==> src/rtl/latency_monitor_pkg.sv <==
// Shared defaults and helpers for the tick-to-trade latency monitor.
// Optional histogram build switch: LATENCY_MON_HIST_EN.
package latency_monitor_pkg;

  localparam int unsigned LM_TS_WIDTH  = 64;
  localparam int unsigned LM_LAT_WIDTH = 32;
  localparam int unsigned LM_DEPTH     = 8;
  localparam int unsigned LM_CNT_WIDTH = 32;
  localparam int unsigned LM_SUM_WIDTH = 48;
  localparam int unsigned LM_NUM_BINS  = 16;
  localparam int unsigned LM_BIN_SHIFT = 3;

  // Ceiling log2 for sizing pointers and index ports at elaboration time.
  function automatic int unsigned lm_clog2(input int unsigned v);
    int unsigned r;
    r = 0;
    while ((64'd1 << r) < 64'(v)) r++;
    return r;
  endfunction

endpackage

==> src/rtl/ts_sync_fifo.sv <==
// Single-clock FIFO of RX start-of-frame timestamps.
// Push and pop may occur in the same cycle, including when full.
module ts_sync_fifo
  import latency_monitor_pkg::*;
#(
  parameter int unsigned WIDTH = LM_TS_WIDTH,
  parameter int unsigned DEPTH = LM_DEPTH
) (
  input  logic                        clk,
  input  logic                        rst,
  input  logic                        i_push,
  input  logic                        i_pop,
  input  logic [WIDTH-1:0]            i_din,
  output logic [WIDTH-1:0]            o_dout,
  output logic                        o_full,
  output logic                        o_empty,
  output logic [lm_clog2(DEPTH):0]    o_level
);

  localparam int unsigned AW = lm_clog2(DEPTH);

  logic [WIDTH-1:0] r_mem [DEPTH];
  logic [AW:0]      r_wr_ptr;
  logic [AW:0]      r_rd_ptr;

  // Pointers carry one extra wrap bit so full and empty are distinguishable.
  // NOTE: sequential state uses non-blocking assignment so every flop samples pre-edge values.
  always_ff @(posedge clk or posedge rst) begin
    if (rst) begin
      r_wr_ptr <= '0;
      r_rd_ptr <= '0;
    end else begin
      if (i_push) r_wr_ptr <= r_wr_ptr + 1'b1;
      if (i_pop)  r_rd_ptr <= r_rd_ptr + 1'b1;
    end
  end

  // Timestamp storage write port.
  // NOTE: storage is not reset; the pointers alone define which entries are valid.
  always_ff @(posedge clk) begin
    if (i_push) r_mem[r_wr_ptr[AW-1:0]] <= i_din;
  end

  assign o_dout  = r_mem[r_rd_ptr[AW-1:0]];
  assign o_level = r_wr_ptr - r_rd_ptr;
  assign o_full  = (o_level == (AW+1)'(DEPTH));
  assign o_empty = (r_wr_ptr == r_rd_ptr);

endmodule

==> src/rtl/latency_monitor.sv <==
// Passive tick-to-trade latency monitor: pairs each TX start-of-frame with the
// oldest queued RX start-of-frame timestamp and keeps running statistics.
// Define LATENCY_MON_HIST_EN to build the latency histogram.
module latency_monitor
  import latency_monitor_pkg::*;
#(
  parameter int unsigned TS_WIDTH  = LM_TS_WIDTH,
  parameter int unsigned LAT_WIDTH = LM_LAT_WIDTH,
  parameter int unsigned DEPTH     = LM_DEPTH,
  parameter int unsigned CNT_WIDTH = LM_CNT_WIDTH,
  parameter int unsigned SUM_WIDTH = LM_SUM_WIDTH,
  parameter int unsigned NUM_BINS  = LM_NUM_BINS,
  parameter int unsigned BIN_SHIFT = LM_BIN_SHIFT
) (
  input  logic                          clk,
  input  logic                          rst,
  input  logic [TS_WIDTH-1:0]           ts,
  input  logic                          rx_tvalid,
  input  logic                          rx_tready,
  input  logic                          rx_tlast,
  input  logic                          tx_tvalid,
  input  logic                          tx_tready,
  input  logic                          tx_tlast,
  input  logic                          stats_clear,
  output logic                          lat_valid,
  output logic [LAT_WIDTH-1:0]          lat_last,
  output logic [LAT_WIDTH-1:0]          lat_min,
  output logic [LAT_WIDTH-1:0]          lat_max,
  output logic [SUM_WIDTH-1:0]          lat_sum,
  output logic [CNT_WIDTH-1:0]          lat_count,
  output logic [CNT_WIDTH-1:0]          rx_drop_cnt,
  output logic [CNT_WIDTH-1:0]          tx_orphan_cnt,
  output logic [lm_clog2(DEPTH):0]      fifo_level,
  input  logic [lm_clog2(NUM_BINS)-1:0] hist_rd_idx,
  output logic [CNT_WIDTH-1:0]          hist_rd_data
);

  logic                  w_rx_beat, w_rx_sof, w_tx_beat, w_tx_sof;
  logic                  r_rx_in_frame, r_tx_in_frame;
  logic                  w_push, w_pop, w_rx_drop, w_tx_orphan;
  logic                  w_fifo_full, w_fifo_empty;
  logic [TS_WIDTH-1:0]   w_fifo_head;
  logic                  r_s1_valid;
  logic [TS_WIDTH-1:0]   r_s1_diff;
  logic [LAT_WIDTH-1:0]  w_lat_sat;
  logic [SUM_WIDTH:0]    w_sum_ext;
  logic                  r_lat_valid;
  logic [LAT_WIDTH-1:0]  r_lat_last, r_lat_min, r_lat_max;
  logic [SUM_WIDTH-1:0]  r_lat_sum;
  logic [CNT_WIDTH-1:0]  r_lat_count, r_rx_drop_cnt, r_tx_orphan_cnt;

  assign w_rx_beat = rx_tvalid & rx_tready;
  assign w_tx_beat = tx_tvalid & tx_tready;
  assign w_rx_sof  = w_rx_beat & ~r_rx_in_frame;
  assign w_tx_sof  = w_tx_beat & ~r_tx_in_frame;

  // Track frame boundaries; a beat with tlast always ends the frame, even a single-beat one.
  always_ff @(posedge clk or posedge rst) begin
    if (rst) begin
      r_rx_in_frame <= 1'b0;
      r_tx_in_frame <= 1'b0;
    end else begin
      if (w_rx_beat) r_rx_in_frame <= ~rx_tlast;
      if (w_tx_beat) r_tx_in_frame <= ~tx_tlast;
    end
  end

  // A pop in the same cycle frees a slot, so a full FIFO can still accept the push.
  // An RX SOF arriving alongside a TX SOF on an empty FIFO is queued, not paired.
  assign w_pop       = w_tx_sof & ~w_fifo_empty;
  assign w_push      = w_rx_sof & (~w_fifo_full | w_pop);
  assign w_rx_drop   = w_rx_sof & w_fifo_full & ~w_pop;
  assign w_tx_orphan = w_tx_sof & w_fifo_empty;

  ts_sync_fifo #(
    .WIDTH (TS_WIDTH),
    .DEPTH (DEPTH)
  ) u_fifo (
    .clk     (clk),
    .rst     (rst),
    .i_push  (w_push),
    .i_pop   (w_pop),
    .i_din   (ts),
    .o_dout  (w_fifo_head),
    .o_full  (w_fifo_full),
    .o_empty (w_fifo_empty),
    .o_level (fifo_level)
  );

  // Stage 1: modular difference, so a timestamp wrap between RX and TX is harmless.
  always_ff @(posedge clk or posedge rst) begin
    if (rst) begin
      r_s1_valid <= 1'b0;
      r_s1_diff  <= '0;
    end else begin
      r_s1_valid <= w_pop;
      if (w_pop) r_s1_diff <= ts - w_fifo_head;
    end
  end

  // Saturate the difference to the latency width and form the saturating sum.
  // NOTE: every combinational output gets a default first, so no path can infer a latch.
  always_comb begin
    w_lat_sat = '1;
    if (r_s1_diff <= TS_WIDTH'({LAT_WIDTH{1'b1}})) w_lat_sat = r_s1_diff[LAT_WIDTH-1:0];
    w_sum_ext = {1'b0, r_lat_sum} + (SUM_WIDTH+1)'(w_lat_sat);
  end

  // Stage 2: publish the sample; it appears even when statistics are being cleared.
  always_ff @(posedge clk or posedge rst) begin
    if (rst) begin
      r_lat_valid <= 1'b0;
      r_lat_last  <= '0;
    end else begin
      r_lat_valid <= r_s1_valid;
      if (r_s1_valid) r_lat_last <= w_lat_sat;
    end
  end

  // Running statistics and event counters; a clear takes priority over any update.
  always_ff @(posedge clk or posedge rst) begin
    if (rst) begin
      r_lat_min       <= '1;
      r_lat_max       <= '0;
      r_lat_sum       <= '0;
      r_lat_count     <= '0;
      r_rx_drop_cnt   <= '0;
      r_tx_orphan_cnt <= '0;
    end else if (stats_clear) begin
      r_lat_min       <= '1;
      r_lat_max       <= '0;
      r_lat_sum       <= '0;
      r_lat_count     <= '0;
      r_rx_drop_cnt   <= '0;
      r_tx_orphan_cnt <= '0;
    end else begin
      if (r_s1_valid) begin
        if (w_lat_sat < r_lat_min) r_lat_min <= w_lat_sat;
        if (w_lat_sat > r_lat_max) r_lat_max <= w_lat_sat;
        r_lat_sum <= w_sum_ext[SUM_WIDTH] ? '1 : w_sum_ext[SUM_WIDTH-1:0];
        if (r_lat_count != '1) r_lat_count <= r_lat_count + 1'b1;
      end
      if (w_rx_drop && r_rx_drop_cnt != '1)     r_rx_drop_cnt   <= r_rx_drop_cnt + 1'b1;
      if (w_tx_orphan && r_tx_orphan_cnt != '1) r_tx_orphan_cnt <= r_tx_orphan_cnt + 1'b1;
    end
  end

  assign lat_valid     = r_lat_valid;
  assign lat_last      = r_lat_last;
  assign lat_min       = r_lat_min;
  assign lat_max       = r_lat_max;
  assign lat_sum       = r_lat_sum;
  assign lat_count     = r_lat_count;
  assign rx_drop_cnt   = r_rx_drop_cnt;
  assign tx_orphan_cnt = r_tx_orphan_cnt;

`ifdef LATENCY_MON_HIST_EN
  localparam int unsigned BW = lm_clog2(NUM_BINS);

  logic [CNT_WIDTH-1:0] r_hist [NUM_BINS];
  logic [BW-1:0]        w_bin;
  logic [CNT_WIDTH-1:0] r_hist_rd_data;

  // Bin index from the saturated latency, clamped into the last bin.
  always_comb begin
    w_bin = BW'(NUM_BINS - 1);
    if ((w_lat_sat >> BIN_SHIFT) < LAT_WIDTH'(NUM_BINS)) w_bin = BW'(w_lat_sat >> BIN_SHIFT);
  end

  // Histogram bins are small and must read zero after reset, so they are reset explicitly.
  always_ff @(posedge clk or posedge rst) begin
    if (rst) begin
      for (int i = 0; i < int'(NUM_BINS); i++) r_hist[i] <= '0;
    end else if (stats_clear) begin
      for (int i = 0; i < int'(NUM_BINS); i++) r_hist[i] <= '0;
    end else if (r_s1_valid && r_hist[w_bin] != '1) begin
      r_hist[w_bin] <= r_hist[w_bin] + 1'b1;
    end
  end

  // Registered read port: data for hist_rd_idx appears on the following cycle.
  always_ff @(posedge clk or posedge rst) begin
    if (rst) r_hist_rd_data <= '0;
    else     r_hist_rd_data <= r_hist[hist_rd_idx];
  end

  assign hist_rd_data = r_hist_rd_data;
`else
  // Histogram omitted: the read port stays for interface compatibility and reads zero.
  logic w_unused_hist;
  assign w_unused_hist = ^{hist_rd_idx, BIN_SHIFT[0]};
  assign hist_rd_data  = '0;
`endif

endmodule

==> config.mk <==
export PLATFORM = sky130hd
export DESIGN_NAME = latency_monitor
export DESIGN_NICKNAME = d
export VERILOG_FILES = /design/src/rtl/latency_monitor_pkg.sv /design/src/rtl/ts_sync_fifo.sv /design/src/rtl/latency_monitor.sv
export SDC_FILE = /design/constraint.sdc
export NUM_CORES = 2
export LEC_CHECK = 0
export ABC_CLOCK_PERIOD_IN_PS = 10200
export CAP_MARGIN = 25
export CORE_UTILIZATION = 53
export DETAILED_ROUTE_END_ITERATION = 16
export HOLD_SLACK_MARGIN = 0.03
export PLACE_DENSITY = 0.77
export SKIP_LAST_GASP = 1
export SYNTH_ARGS = -nofsm -noshare
export SYNTH_HDL_FRONTEND = slang
export SYNTH_SLANG_ARGS = --single-unit
==> constraint.sdc <==
create_clock -name clk -period 10.2 [get_ports clk]
set_clock_uncertainty 0.2 [all_clocks]
set_input_delay 2.04 -clock clk [delete_from_list [all_inputs] [get_ports clk]]
set_output_delay 2.04 -clock clk [all_outputs]
set_load 0.01 [all_outputs]
* Word-level counts from Yosys, hierarchy flattened
Memories as Yosys holds them, arrays and structs flattened.
Index checks and enable logic that the tools add are counted.
** Cells by class
- Add/subtract/negate cells :: 8
- $lt $le $gt $ge :: 3
- Eq/ne operators :: 5
- Muxes and demuxes :: 19
- Bitwise logic cells :: 17
- Reductions and logical operators :: 11
** Operators with widths (number)
- $mux W32 :: 14
- $mux W48 :: 3
- $add A32 B1 Y32 const B :: 3
- $ne A32 B32 Y1 const B :: 3
- $le A64 B32 Y1 const B :: 1
- $sub A64 B64 Y64 :: 1
- $add A48 B32 Y49 :: 1
- $gt A32 B32 Y1 :: 1
- $lt A32 B32 Y1 :: 1
- $reduce_bool A2 Y1 :: 6
- $and A1 B1 Y1 :: 9
- $add A4 B1 Y4 const B :: 2
- $not A1 Y1 :: 7
- $reduce_and A2 Y1 :: 3
- $eq A4 B4 Y1 :: 1
- $eq A4 B4 Y1 const B :: 1
- $sub A4 B4 Y4 :: 1
- $logic_and A1 B1 Y1 :: 2
- $mux W1 :: 2
- $or A1 B1 Y1 :: 1
** Storage, ports and cells
- Register bits after elaboration :: 316
- Bits in writable memories :: 512
- Input port bits :: 77
- Output and inout bits :: 277
- Logic and storage cells :: 78
- Memories kept :: 1
** Memory list
- u_fifo.r_mem :: depth 8, bits a word 64, rd ports 1, clocked after memory_dff 0, write ports 1, line ts_sync_fifo.sv:22 : logic [WIDTH-1:0] r_mem [DEPTH];

* Longest topological paths before layout
- Depth after elaboration :: 8
- Gate-level depth with buffers :: 17
- Mapped depth without buffers :: 15

* Modules after synthesis
Synthesis repeated with hierarchy kept, for this count alone.
** Second synthesis, totals
- Cell total of the unflattened synthesis :: 3381
- Area, all modules :: 41223.3 um^2
** By module, submodules not included
- latency_monitor :: instances 1, cells an instance 2448, area each 21465.6 um^2, seq. area each 7747.4 um^2
- ts_sync_fifo :: instances 1, cells an instance 933, area each 19757.7 um^2, seq. area each 15574.9 um^2

* Least setup slack after synthesis
OpenSTA, ideal clock, no wires.
- Path kind :: in2reg
- Start point :: input port tx_tready
- End point :: memory u_fifo.r_mem[0][0] in the netlist's numbering, enable pin
- Library setup time :: 0.565 ns
- Arrival time :: 7.421 ns
- Required time :: 9.435 ns
- Path slack :: 2.015 ns
- Stages on the path :: 8
- Buffers on the path :: 1
- Path through :: nand3b_1 -> nand2b_1 -> buf_6 -> inv_4 -> nor4_4 -> a21boi_1 -> nand2_1 -> nor3_1
** On the way
- Word-level cells in the longest chain between the ends :: 7
** RTL lines
- from (decl) :: line latency_monitor.sv:22 : input logic tx_tready,
- $and A1 B1 Y1 :: line latency_monitor.sv:53 : assign w_tx_beat = tx_tvalid & tx_tready;
- $and A1 B1 Y1 :: line latency_monitor.sv:55 : assign w_tx_sof = w_tx_beat & ~r_tx_in_frame;
- $and A1 B1 Y1 :: line latency_monitor.sv:70 : assign w_pop = w_tx_sof & ~w_fifo_empty;
- $or A1 B1 Y1 :: line latency_monitor.sv:71 : assign w_push = w_rx_sof & (~w_fifo_full | w_pop);
- $and A1 B1 Y1 :: line latency_monitor.sv:71
- $mux W1 :: line ts_sync_fifo.sv:41 : if (i_push) r_mem[r_wr_ptr[AW-1:0]] <= i_din;
- $mux W1 (implied by the code) :: line ts_sync_fifo.sv:41
- to (decl) :: line ts_sync_fifo.sv:22
No other way between the ends.

* Worst setup path in the final report
- Start point :: input port tx_tvalid
- End point :: memory u_fifo.r_mem[7][13] in the netlist's numbering, enable pin
** On the way
- Word-level cells in the longest chain between the ends :: 7
** RTL lines
- from (decl) :: line latency_monitor.sv:21 : input logic tx_tvalid,
- $and A1 B1 Y1 :: line latency_monitor.sv:53
- $and A1 B1 Y1 :: line latency_monitor.sv:55
- $and A1 B1 Y1 :: line latency_monitor.sv:70
- $or A1 B1 Y1 :: line latency_monitor.sv:71
- $and A1 B1 Y1 :: line latency_monitor.sv:71
- $mux W1 :: line ts_sync_fifo.sv:41
- $mux W1 (implied by the code) :: line ts_sync_fifo.sv:41
No other way between the ends.

==> flow_metrics.tcl <==
set metrics [dict create \
    status "completed" \
    n_antenna_cell 0 \
    vdd_drop_max_mv 0.160 \
    tightest_slew_ps 952 \
    port-buffer-count 317 \
    rsz0062_at_grt "false" \
    coreArea_sq_um 74400 \
    cts_setup_buffers 0 \
    cts-buffers-inserted 86 \
    seq_area_sq_um 23300 \
    drt_iter0_drc 2389 \
    hold_viol_final 0 \
    final.setup.worst_slack_ps 4350 \
    cp-end-kind "flop" \
    ys_ff_latch 828 \
    ios 354 \
    drt-vias-per-instance 5.97 \
    met1_usage_pct 35.1 \
    synth_cell_types 77 \
    relSlewSlack_pct 36.4 \
    die_area_sq_um 76400 \
    grt.total_usage_pct 25.3 \
    synth_area_sq_um 39900 \
    gr-usage-met2_pct 41.3 \
    clk_latency_ps 660 \
    async_reset_ff_share_pct 38.2 \
    cts_buffer_depth 3 \
    dp_slack_ps 3720 \
    max-cap-violations 0 \
    postCtsHoldBufs 0 \
    worstPathMaxFanout 43 \
    synthCells 3092 \
    postRouteAntennaNets 0 \
    fin_nets 3639 \
    cp.arrival_ps 5920 \
    fin_crit_ps 5850 \
    finalWirelength_um 97200 \
    htree_levels 3 \
    clock.fmax_mhz 171 \
    numClockSinks 828 \
    gr-total-overflow 0 \
    antenna_found_initial 7 \
    crit_type "in2reg" \
    grt_pass1_wl_um 151000 \
    fin_tns_setup_ps 0 \
    drc 0 \
    start_kind "input port" \
    start_util_pct 53.6 \
    hold_path_class "reg2reg" \
    min_period_over_period_pct 57.4 \
    multiInputGateArea_sq_um 15600 \
    first_global_vias 25800 \
    ys.warnings.count 0 \
    drive_gt1_share_pct 10.9 \
    path_clk_slew_ps 60 \
    gp_congestion 0.909 \
    setup_viol 0 \
    dp_hpwl_um 64100 \
    p_per_area_nw_per_um2 246 \
    p_leak_nw 17.9 \
    vias 26500 \
    use_met3_pct 4.66 \
    slew_viol_final 0 \
    cts_root_buffer "clkbuf_16" \
    syn-mean-instance-area_sq_um 12.9 \
    synth-seq-area-share_pct 58.4 \
    synth_edf_count 512 \
    cp.required_ps 10270 \
    die_h_um 276 \
    die_x_um 276 \
    num_rows 100 \
    wl_per_cell_um 21.9 \
    dr.pass1.iters 5 \
    areaGrowthSynthToFinish_pct 17.3 \
    cts_tree "built" \
    synth_ff_type "edfxtp_1" \
    top_usage_layer "met2" \
    nFillCells 5595 \
    post_cts_resized 0 \
    grt_max_degree 165 \
]
[sequential cells by signal, summed over array words and instances (netlist names)]
name and count:
lat_count 32, lat_last 32, lat_max 32, lat_min 32, lat_sum 48, lat_valid 1
r_rx_in_frame 1, r_s1_diff 64, r_s1_valid 1, r_tx_in_frame 1, rx_drop_cnt 32, tx_orphan_cnt 32
u_fifo.r_mem 512, u_fifo.r_rd_ptr 4, u_fifo.r_wr_ptr 4
[metal layers]
metal	part of all wire (%)	vias up
li1	-	12200
met1	43	13300
met2	48	888
met3	6.5	148
met4	2.2	14
met5	0.094	-
[critical path, cell delays in order]
cell and delay (ps):
clkdlybuf4s50_1 510, nand3b_1 260, nand2b_4 400, inv_4 310
nor4_4 80, a21boi_1 370, nand2_1 310, nor2_4 820
buf_4 750
[cells in the mapped netlist (all sizes together), types with 4 or more instances]
master | number | share of area (%)
dfrtp | 284 | 18
a311oi | 30 | 0.67
clkbuf | 102 | 0.96
a31oi | 16 | 0.25
o22ai | 6 | 0.094
o31a | 12 | 0.26
mux4 | 128 | 7.2
mux2i | 100 | 2.5
nand4 | 54 | 0.86
a41oi | 5 | 0.13
dfstp | 32 | 2.1
mux2 | 31 | 0.87
a21oi | 174 | 2.2
and3 | 30 | 0.47
a21o | 65 | 1.2
or3 | 55 | 0.86
inv | 103 | 0.98
o211ai | 11 | 0.21
xnor2 | 69 | 1.5
edfxtp | 512 | 39
o21bai | 19 | 0.36
a21boi | 6 | 0.11
o211a | 9 | 0.23
nand2b | 21 | 0.33
xor2 | 100 | 2.2
o41ai | 4 | 0.13
nor3 | 58 | 0.77
o31ai | 12 | 0.26
buf | 62 | 0.94
nor4 | 14 | 0.26
and4 | 19 | 0.42
a211oi | 17 | 0.32
o21ai | 145 | 1.8
and2 | 16 | 0.25
nor2 | 253 | 2.4
nand2 | 223 | 2.1
o21a | 10 | 0.19
o2111ai | 7 | 0.17
nand3 | 60 | 0.75
or2 | 4 | 0.063
ha | 167 | 5.2
nor2b | 17 | 0.27
[report_power, final]
group          internal (mW)  switching, mW  leakage (nW)  total (mW)
Sequential              3.87          0.222          8.61        4.09
Clock                   1.77           1.34          1.37        3.11
Combinational           1.84           2.49          7.87        4.33
Total                   7.48           4.05          17.9        11.5
[through the flow]
| stage | std cells | power, mW | utilization, % | area (sq um) | hold WS, ps |
|---|---|---|---|---|---|
| 2_1_floorplan | 3123 | 7.26 | - | 40000 | 152 |
| 3_3_place_gp | 4272 | 8.37 | 59.1 | 44000 | 255 |
| 3_5_place_dp | 4273 | 8.43 | 59.1 | 44000 | 265 |
| 4_1_cts | 4433 | 11.6 | 62.9 | 46800 | 279 |
| 5_1_grt | 4433 | 12.1 | 62.9 | 46800 | 297 |
| 6_report | 4433 | 11.5 | 62.9 | 46800 | 274 |
[cell usage in the layout, fill, tap and decap left out, drive strengths merged, types with 29 or more instances in the layout]
cell,synthesis,layout
mux2,31,31
mux4,128,128
buf,62,29
xnor2,69,69
a21o,65,65
o21ai,145,145
clkbuf,102,114
nand2,223,223
edfxtp,512,512
or3,55,55
xor2,100,100
a21oi,174,174
clkinv,0,38
inv,103,103
nand3,60,60
dfstp,32,32
clkdlybuf4s50,0,316
mux2i,100,100
ha,167,167
conb,1,32
nor2,253,253
nor3,58,58
and3,30,30
a311oi,30,30
dfrtp,284,284
nand4,54,54
[kinds of logic (layout without fill, tap and decap cells)]
logic type,after synthesis,in the layout,share of synthesized area (%)
simple gates,834,834,9.97
flops,828,828,58.4
compound gates,564,564,8.98
buf+inv,267,608,2.87
other cells,1,32,0.00940
fa+ha+maj,170,170,5.39
mux,259,259,10.6
xor+xnor,169,169,3.73
[final cells by class]
cell class	count	share of cell area [%]
multi-input combinational	2028	33.4
clock inverter	46	1.07
timing repair buffer	345	7.33
clock buffer	114	4.95
tap	969	2.59
sequential	828	49.8
inverter	103	0.842
[worst paths after layout]
kind                                    start                   to  slack [ps]  cells past startpoint
min                              r_s1_diff[9]         r_s1_diff[9]         270                      2
max reg2reg                u_fifo.r_rd_ptr[1]        r_s1_diff[57]        4450                     15
min reg2reg                      r_s1_diff[9]         r_s1_diff[9]         270                      2
max                                 tx_tvalid  u_fifo.r_mem[7][13]        4350                      9
max in group asynchronous                 rst   u_fifo.r_rd_ptr[0]        6670                      3
min in group asynchronous                 rst        lat_count[13]        1670                      2
(Power assumes the default switching activity.)
